<file path="config.mk">
export PLATFORM = sky130hd
export DESIGN_NAME = trip_event_reporter_flat
export DESIGN_NICKNAME = d
export VERILOG_FILES = /design/src/rtl/trip_event_reporter_if.sv /design/src/rtl/trip_event_reporter.sv /design/src/flat_wrapper.sv
export SDC_FILE = /design/constraint.sdc
export NUM_CORES = 1
export LEC_CHECK = 0
export CORE_MARGIN = 1.5
export CORE_UTILIZATION = 40
export DETAILED_ROUTE_END_ITERATION = 7
export PLACE_DENSITY = 0.58
export SLEW_MARGIN = 25
export SYNTH_ARGS = -nofsm -noshare
export SYNTH_HDL_FRONTEND = slang
export SYNTH_SLANG_ARGS = --single-unit
</file>
<file path="constraint.sdc">
create_clock -name clock -period 2.5 [get_ports clock]
set_clock_uncertainty 0.15 [all_clocks]
set_input_delay 0.5 -clock clock [delete_from_list [all_inputs] [get_ports clock]]
set_output_delay 0.5 -clock clock [all_outputs]
set_load 0.005 [all_outputs]
</file>
<file path="src/rtl/trip_event_reporter_if.sv">
// AXI-stream link carrying trip event beats from the reporter to the fault logger.
interface axi_stream #(
    parameter int DATA_WIDTH = 32,
    parameter int DEST_WIDTH = 4,
    parameter int USER_WIDTH = 1
);
    logic                  valid;
    logic                  ready;
    logic [DATA_WIDTH-1:0] data;
    logic                  last;
    logic [DEST_WIDTH-1:0] dest;
    logic [USER_WIDTH-1:0] user;

    modport master (output valid, data, last, dest, user, input ready);
    modport slave  (input valid, data, last, dest, user, output ready);
endinterface

</file>
<file path="src/rtl/trip_event_reporter.sv">
// Turns comparator trip-flag edges into timestamped AXI-stream event beats.
// Event beat valid one cycle after the edge is sampled; stream stalls hold the beat, extra edges on a pending bit set overflow.
module trip_event_reporter #(
    parameter int N_CHANNELS      = 4,
    parameter int TIMESTAMP_WIDTH = 24,
    parameter int DATA_WIDTH      = 32
) (
    input  logic                  clock,
    input  logic                  reset,
    input  logic                  enable,
    input  logic [N_CHANNELS-1:0] trip_high,
    input  logic [N_CHANNELS-1:0] trip_low,
    input  logic                  clear_request,
    axi_stream.master             data_out,
    output logic                  clear_latch,
    output logic                  fault,
    output logic                  overflow
);
    localparam int NB = 2 * N_CHANNELS;

    typedef enum logic {IDLE, SEND} state_t;

    state_t                     state_q, state_d;
    logic [TIMESTAMP_WIDTH-1:0] counter_q, counter_d;
    logic [NB-1:0]              sample_q, sample_d;
    logic [NB-1:0]              pending_q, pending_d;
    logic [TIMESTAMP_WIDTH-1:0] ts_q [NB];
    logic [TIMESTAMP_WIDTH-1:0] ts_d [NB];
    logic [NB-1:0]              dir_q, dir_d;
    logic                       valid_q, valid_d;
    logic [DATA_WIDTH-1:0]      data_q, data_d;
    logic                       last_q, last_d;
    logic                       clear_latch_q, clear_latch_d;
    logic                       fault_q, fault_d;
    logic                       overflow_q, overflow_d;

    logic [NB-1:0]              trip_vec, set_vec, sel_vec, consume_vec;
    logic                       sel_found, sel_dir, sel_high, load, lost;
    logic [TIMESTAMP_WIDTH-1:0] sel_ts;
    logic [4:0]                 sel_chan;
    logic [DATA_WIDTH-9:0]      ts_ext;
    logic [DATA_WIDTH-1:0]      beat_dat;

    // Low trips occupy the low half so a plain lowest-bit-first scan gives the required priority.
    assign trip_vec = {trip_high, trip_low};

    always_comb begin
        counter_d     = counter_q + TIMESTAMP_WIDTH'(1);
        sample_d      = trip_vec;
        set_vec       = enable ? (trip_vec ^ sample_q) : '0;
        clear_latch_d = clear_request;
        fault_d       = |trip_vec;

        sel_found = 1'b0;
        sel_vec   = '0;
        sel_ts    = '0;
        sel_dir   = 1'b0;
        sel_high  = 1'b0;
        sel_chan  = '0;
        for (int i = 0; i < NB; i++) begin
            if (!sel_found && pending_q[i]) begin
                sel_found  = 1'b1;
                sel_vec[i] = 1'b1;
                sel_ts     = ts_q[i];
                sel_dir    = dir_q[i];
                sel_high   = (i >= N_CHANNELS);
                sel_chan   = (i >= N_CHANNELS) ? 5'(i - N_CHANNELS) : 5'(i);
            end
        end

        ts_ext                    = '0;
        ts_ext[TIMESTAMP_WIDTH-1:0] = sel_ts;
        beat_dat                  = {ts_ext, sel_dir, sel_high, 1'b0, sel_chan};

        load        = sel_found && ((state_q == IDLE) || data_out.ready);
        consume_vec = load ? sel_vec : '0;

        // A new edge on the bit being consumed is a fresh event; on any other pending bit it is lost.
        pending_d = (pending_q & ~consume_vec) | set_vec;
        lost      = |(set_vec & pending_q & ~consume_vec);
        ts_d      = ts_q;
        dir_d     = dir_q;
        for (int b = 0; b < NB; b++) begin
            if (set_vec[b] && (!pending_q[b] || consume_vec[b])) begin
                ts_d[b]  = counter_q;
                dir_d[b] = trip_vec[b];
            end
        end
        overflow_d = (overflow_q && !clear_request) || lost;

        state_d = state_q;
        valid_d = valid_q;
        data_d  = data_q;
        last_d  = last_q;
        case (state_q)
            IDLE: begin
                if (load) begin
                    state_d = SEND;
                    valid_d = 1'b1;
                    data_d  = beat_dat;
                    last_d  = ((pending_q & ~sel_vec) == '0);
                end
            end
            SEND: begin
                if (data_out.ready) begin
                    if (load) begin
                        data_d = beat_dat;
                        last_d = ((pending_q & ~sel_vec) == '0);
                    end else begin
                        valid_d = 1'b0;
                        state_d = IDLE;
                    end
                end
            end
            default: state_d = IDLE;
        endcase
    end

    always_ff @(posedge clock or negedge reset) begin
        if (!reset) begin
            state_q       <= IDLE;
            counter_q     <= '0;
            sample_q      <= '0;
            pending_q     <= '0;
            dir_q         <= '0;
            valid_q       <= 1'b0;
            data_q        <= '0;
            last_q        <= 1'b0;
            clear_latch_q <= 1'b0;
            fault_q       <= 1'b0;
            overflow_q    <= 1'b0;
            for (int b = 0; b < NB; b++) ts_q[b] <= '0;
        end else begin
            state_q       <= state_d;
            counter_q     <= counter_d;
            sample_q      <= sample_d;
            pending_q     <= pending_d;
            dir_q         <= dir_d;
            valid_q       <= valid_d;
            data_q        <= data_d;
            last_q        <= last_d;
            clear_latch_q <= clear_latch_d;
            fault_q       <= fault_d;
            overflow_q    <= overflow_d;
            for (int b = 0; b < NB; b++) ts_q[b] <= ts_d[b];
        end
    end

    assign data_out.valid = valid_q;
    assign data_out.data  = data_q;
    assign data_out.last  = last_q;
    assign data_out.dest  = '0;
    assign data_out.user  = '0;
    assign clear_latch    = clear_latch_q;
    assign fault          = fault_q;
    assign overflow       = overflow_q;
endmodule

</file>
<file path="src/flat_wrapper.sv">
// flat-port wrapper written by rule: the top's interface ports become plain ports
module trip_event_reporter_flat 
#(
    parameter int N_CHANNELS      = 4,
    parameter int TIMESTAMP_WIDTH = 24,
    parameter int DATA_WIDTH      = 32
)
  (clock, reset, enable, trip_high, trip_low, clear_request, clear_latch, fault, overflow, data_out_valid, data_out_data, data_out_last, data_out_dest, data_out_user, data_out_ready);
  axi_stream #(.DATA_WIDTH(DATA_WIDTH)) data_out_i ();
  input  logic clock;
  input  logic reset;
  input  logic enable;
  input  logic [N_CHANNELS-1:0] trip_high;
  input  logic [N_CHANNELS-1:0] trip_low;
  input  logic clear_request;
  output logic clear_latch;
  output logic fault;
  output logic overflow;
  output wire logic [$bits(data_out_i.valid)-1:0] data_out_valid;
  output wire logic [$bits(data_out_i.data)-1:0] data_out_data;
  output wire logic [$bits(data_out_i.last)-1:0] data_out_last;
  output wire logic [$bits(data_out_i.dest)-1:0] data_out_dest;
  output wire logic [$bits(data_out_i.user)-1:0] data_out_user;
  input wire logic [$bits(data_out_i.ready)-1:0] data_out_ready;
  assign data_out_valid = data_out_i.valid;
  assign data_out_data = data_out_i.data;
  assign data_out_last = data_out_i.last;
  assign data_out_dest = data_out_i.dest;
  assign data_out_user = data_out_i.user;
  assign data_out_i.ready = data_out_ready;
  trip_event_reporter #(.N_CHANNELS(N_CHANNELS), .TIMESTAMP_WIDTH(TIMESTAMP_WIDTH), .DATA_WIDTH(DATA_WIDTH)) u_core (.clock(clock), .reset(reset), .enable(enable), .trip_high(trip_high), .trip_low(trip_low), .clear_request(clear_request), .data_out(data_out_i), .clear_latch(clear_latch), .fault(fault), .overflow(overflow));
endmodule
</file>
==> impl_metrics.csv <==
group,metric,value,unit
run_status,outcome,"finished, final reports clean",
route,drc_errors,0,
timing,setup_tns,0,ns
floorplanning,die_x,175,um
power,ir_drop,0.595,mV
power,pwr-share-clk,39.6,%
setup_path,path_delay_family,"simple AND/OR/NAND/NOR gates",
power,p_int,7.75,mW
yosys,ys_async_sr_fraction,100,%
timing,layout_setup_ws,0.105,ns
yosys,synth_cell_type_count,45,
route,dr.pass1.iters,4,
floorplanning,dieArea,30700,um2
final_layout,antennaDiodeCount,0,
yosys,synth_warnings,0,
yosys,syn_avg_cell_area,11.9,um2
setup_path,cp_cell_sequence,"or4_4, buf_4, o31ai_4, nand3_1, buf_4, mux2_2",
place,placedCellCount,1413,
setup_path,max_stage_delay,0.57,ns
grt,antenna_found_initial,0,
route,vias,7807,
grt,grt_overflow,0,
final_layout,fin_area,14100,um2
worst_hold_path,hp-class,"input pin to flop",
floorplanning,dieHeight,175,um
final_layout,final_cells,1465,
final_layout,nets,1075,
floorplanning,initial_core_util,41.0,%
grt,grt_pass1_vias,7886,
clock_network,clk_latency,0.55,ns
power,seqPwrFrac,48.3,%
worst_hold_path,min_delay_path_depth,1,
clock_network,cts.sink_count,274,
clock_network,clock_path_buffers,3,
final_layout,post-route-util,48.9,%
route,routed_wl,27100,um
place,hpwlAfterDp,17400,um
place,place_congestion,0.786,
yosys,ys_top_cells_by_area,"dfrtp_1 (58%), mux2_2 (17%), nand2_1 (4.7%)",
setup_path,path_common_cell,"buf_4",
timing,layout_worst_path_cycle_share,95.8,%
setup_path,critPathKind,"flop to flop",
clock_network,cts_max_level,1,
worst_hold_path,min_to,"u_core.clear_latch$_DFF_PN0_",
worst_hold_path,hold_start,"clear_request",
clock_network,clk_pin_slew,0.06,ns
setup_path,ff2ff_setup_slack,0.10,ns
yosys,syn-cell-area,11900,um2
route,avgViaCountPerCell,5.33,
clock_network,cts_root_buf,"clkbuf_16",
yosys,synth_edf_count,0,
grt,grt_first_pass_wirelength,44600,um
final_layout,fillCellCount,2621,
timing,rsz0062_at_grt,"false",
setup_path,reg2reg_to,"u_core.ts_q[55]$_DFFE_PN0P_",
setup_path,required,2.78,ns
setup_path,reg2regPathDepth,6,
floorplanning,rows,62,
power,p_leak,6.54,nW
floorplanning,io_pins,55,
power,combPwrFrac,12.0,%
timing,fin_crit,2.40,ns
yosys,ys_ff_latch,274,
final_layout,drive_gt1_share,29.6,%
yosys,yosys.area.top_type,"dfrtp_1",
setup_path,cp_slowest_cell,"or4_4",
place,portBuffers,45,
setup_path,critPathLaunchType,"flop",
setup_path,rr_startpoint,"u_core.pending_q[0]$_DFF_PN0_",
setup_path,setup.worst_path.end_class,"flop",
timing,slew_headroom,61.3,%
power,power.switching_fraction,24.6,%
power,power_switching,2.53,mW
final_layout,area_delta_synth_final,19.3,%
clock_network,cts_tree,"built",
setup_path,arrival,2.68,ns
timing,max_freq,0.418,GHz
setup_path,cp_num_buf_inv,2,
job,maxCapViolations,0,
yosys,synth_ff_type,"dfrtp_1",
floorplanning,core,28900,um2
timing,setup_viol,0,
setup_path,worstPathMaxFanout,13,
yosys,seq_area_frac_synth,57.8,%
route,first_iter_violations,405,
yosys,synthCells,995,
power,p_per_area,727,nW/um2
timing,hold_viol,0,
yosys,synth_top_cell_area_share,57.8,%
route,ant_nets,0,
place,placed_area,13200,um2
route,wire_per_inst,18.5,um
timing,worst_pin_slew,0.580,ns
clock_network,numCtsBuffers,29,
grt,grt_max_degree,55,
place,post-place-ws,-0.216,ns
grt,track_usage,18.4,%
timing,slew_viol_final,0,
==> per-layer routing <==
layer / part of all wire, % / vias up / GRT usage (%)
met1: 49 / 3981 / 27.0
met4: 1.6 / 0 / 3.99
li1: - / 3660 / -
met2: 46 / 131 / 29.1
met3: 3.4 / 35 / 2.48
met5: 0 / - / 0
==> how the worst max path moves through the flow <==
stage                                       start  depth (start not counted)                            to  slack, ns
floorplan           u_core.pending_q[1]$_DFF_PN0_                          8   u_core.ts_q[76]$_DFFE_PN0P_       0.03
detailed placement                 data_out_ready                          7   u_core.ts_q[98]$_DFFE_PN0P_      -0.22
finish              u_core.pending_q[0]$_DFF_PN0_                          6   u_core.ts_q[55]$_DFFE_PN0P_       0.10
global route        u_core.pending_q[0]$_DFF_PN0_                          7   u_core.ts_q[56]$_DFFE_PN0P_       0.02
CTS                 u_core.pending_q[0]$_DFF_PN0_                          8   u_core.ts_q[56]$_DFFE_PN0P_     0.0003
global placement                   data_out_ready                          7  u_core.ts_q[106]$_DFFE_PN0P_      -0.23
==> flip-flops by register name, indices dropped and copies added, names as in the netlist <==
signal                 flops
u_core.clear_latch         1
u_core.counter_q          24
u_core.data_out.data      28
u_core.data_out.last       1
u_core.data_out.valid      1
u_core.dir_q               8
u_core.fault               1
u_core.overflow            1
u_core.pending_q           8
u_core.sample_q            8
u_core.state_q             1
u_core.ts_q              192
==> worst register-to-register path: stages, from the launching register on <==
cell     delay (ns)
dfrtp_2        0.43
or4_4          0.57
buf_4          0.17
o31ai_4        0.22
nand3_1        0.20
buf_4          0.26
mux2_2         0.30
==> power groups by stage <==
| stage | registers (mW) | clock network (mW) | logic, mW |
|---|---|---|---|
| after global placement | 5.04 | 0 | 1.23 |
| after detailed placement | 5.05 | 0 | 1.25 |
| after floorplan | 5.01 | 0 | 0.683 |
| final | 4.97 | 4.07 | 1.24 |
| after global routing | 5.01 | 4.36 | 1.37 |
| after CTS | 4.97 | 4.19 | 1.25 |
==> Yosys cell counts (9+ instances only) <==
master	instances
a221oi_1	27
a22oi_1	24
a31oi_1	26
buf_2	19
buf_4	13
clkbuf_1	53
dfrtp_1	274
inv_1	9
mux2_2	178
nand2_1	148
nand3_1	14
nor2_1	40
o21ai_0	42
o22ai_1	27
xnor2_1	14
xor2_1	17
==> what timing repair did <==
item                       4_1_cts  5_1_grt
gates resized for setup          0        4
buffers inserted                 0        0
hold buffers                     1        0
setup endpoints to repair        0       51
hold endpoints to repair        48        0
==> cell type report <==
class                   count  area, um2  area share [%]
inverters                   9       33.8           0.239
clock inverters             9       57.6           0.407
repair buffers            119       1220            8.61
flip-flops and latches    274       6860            48.5
well taps                 384        480            3.40
multi-input cells         628       4640            32.8
clock buffers              42        855            6.04
==> logic make-up after synthesis <==
logic type | synth area share, %
AO/OA/AOI/OAI | 9.75
XOR/XNOR | 2.29
adder cells (fa/ha/maj) | 0.106
buffers and inverters | 4.00
flip-flops | 57.8
multiplexers | 17.6
other | 0.0316
AND/OR/NAND/NOR | 8.36
==> cells in the final DEF (no fill, tap or decap), types with 3 or more instances in the layout <==
cell and instances:
a2111oi_0 3, a21oi_1 5, a221oi_1 27, a22oi_1 24
a31oi_1 25, and3_1 3, buf_12 16, buf_4 56
clkbuf_1 5, clkbuf_16 29, clkbuf_8 8, clkdlybuf4s50_1 44
clkinv_2 5, conb_1 9, dfrtp_1 273, inv_1 9
mux2_1 4, mux2_2 178, nand2_1 147, nand3_1 13
nand4_1 6, nor2_1 40, nor3_1 4, nor4_1 3
o21ai_0 42, o21ai_1 5, o22ai_1 27, xnor2_1 14
xor2_1 17
==> metrics by stage <==
stage          power, mW  hold WS (ns)
2_1_floorplan       5.69        0.0544
5_1_grt             10.7         0.299
6_report            10.3         0.302
3_3_place_gp        6.27         0.304
4_1_cts             10.4         0.273
3_5_place_dp        6.29         0.307
(Power assumes the default switching activity.)
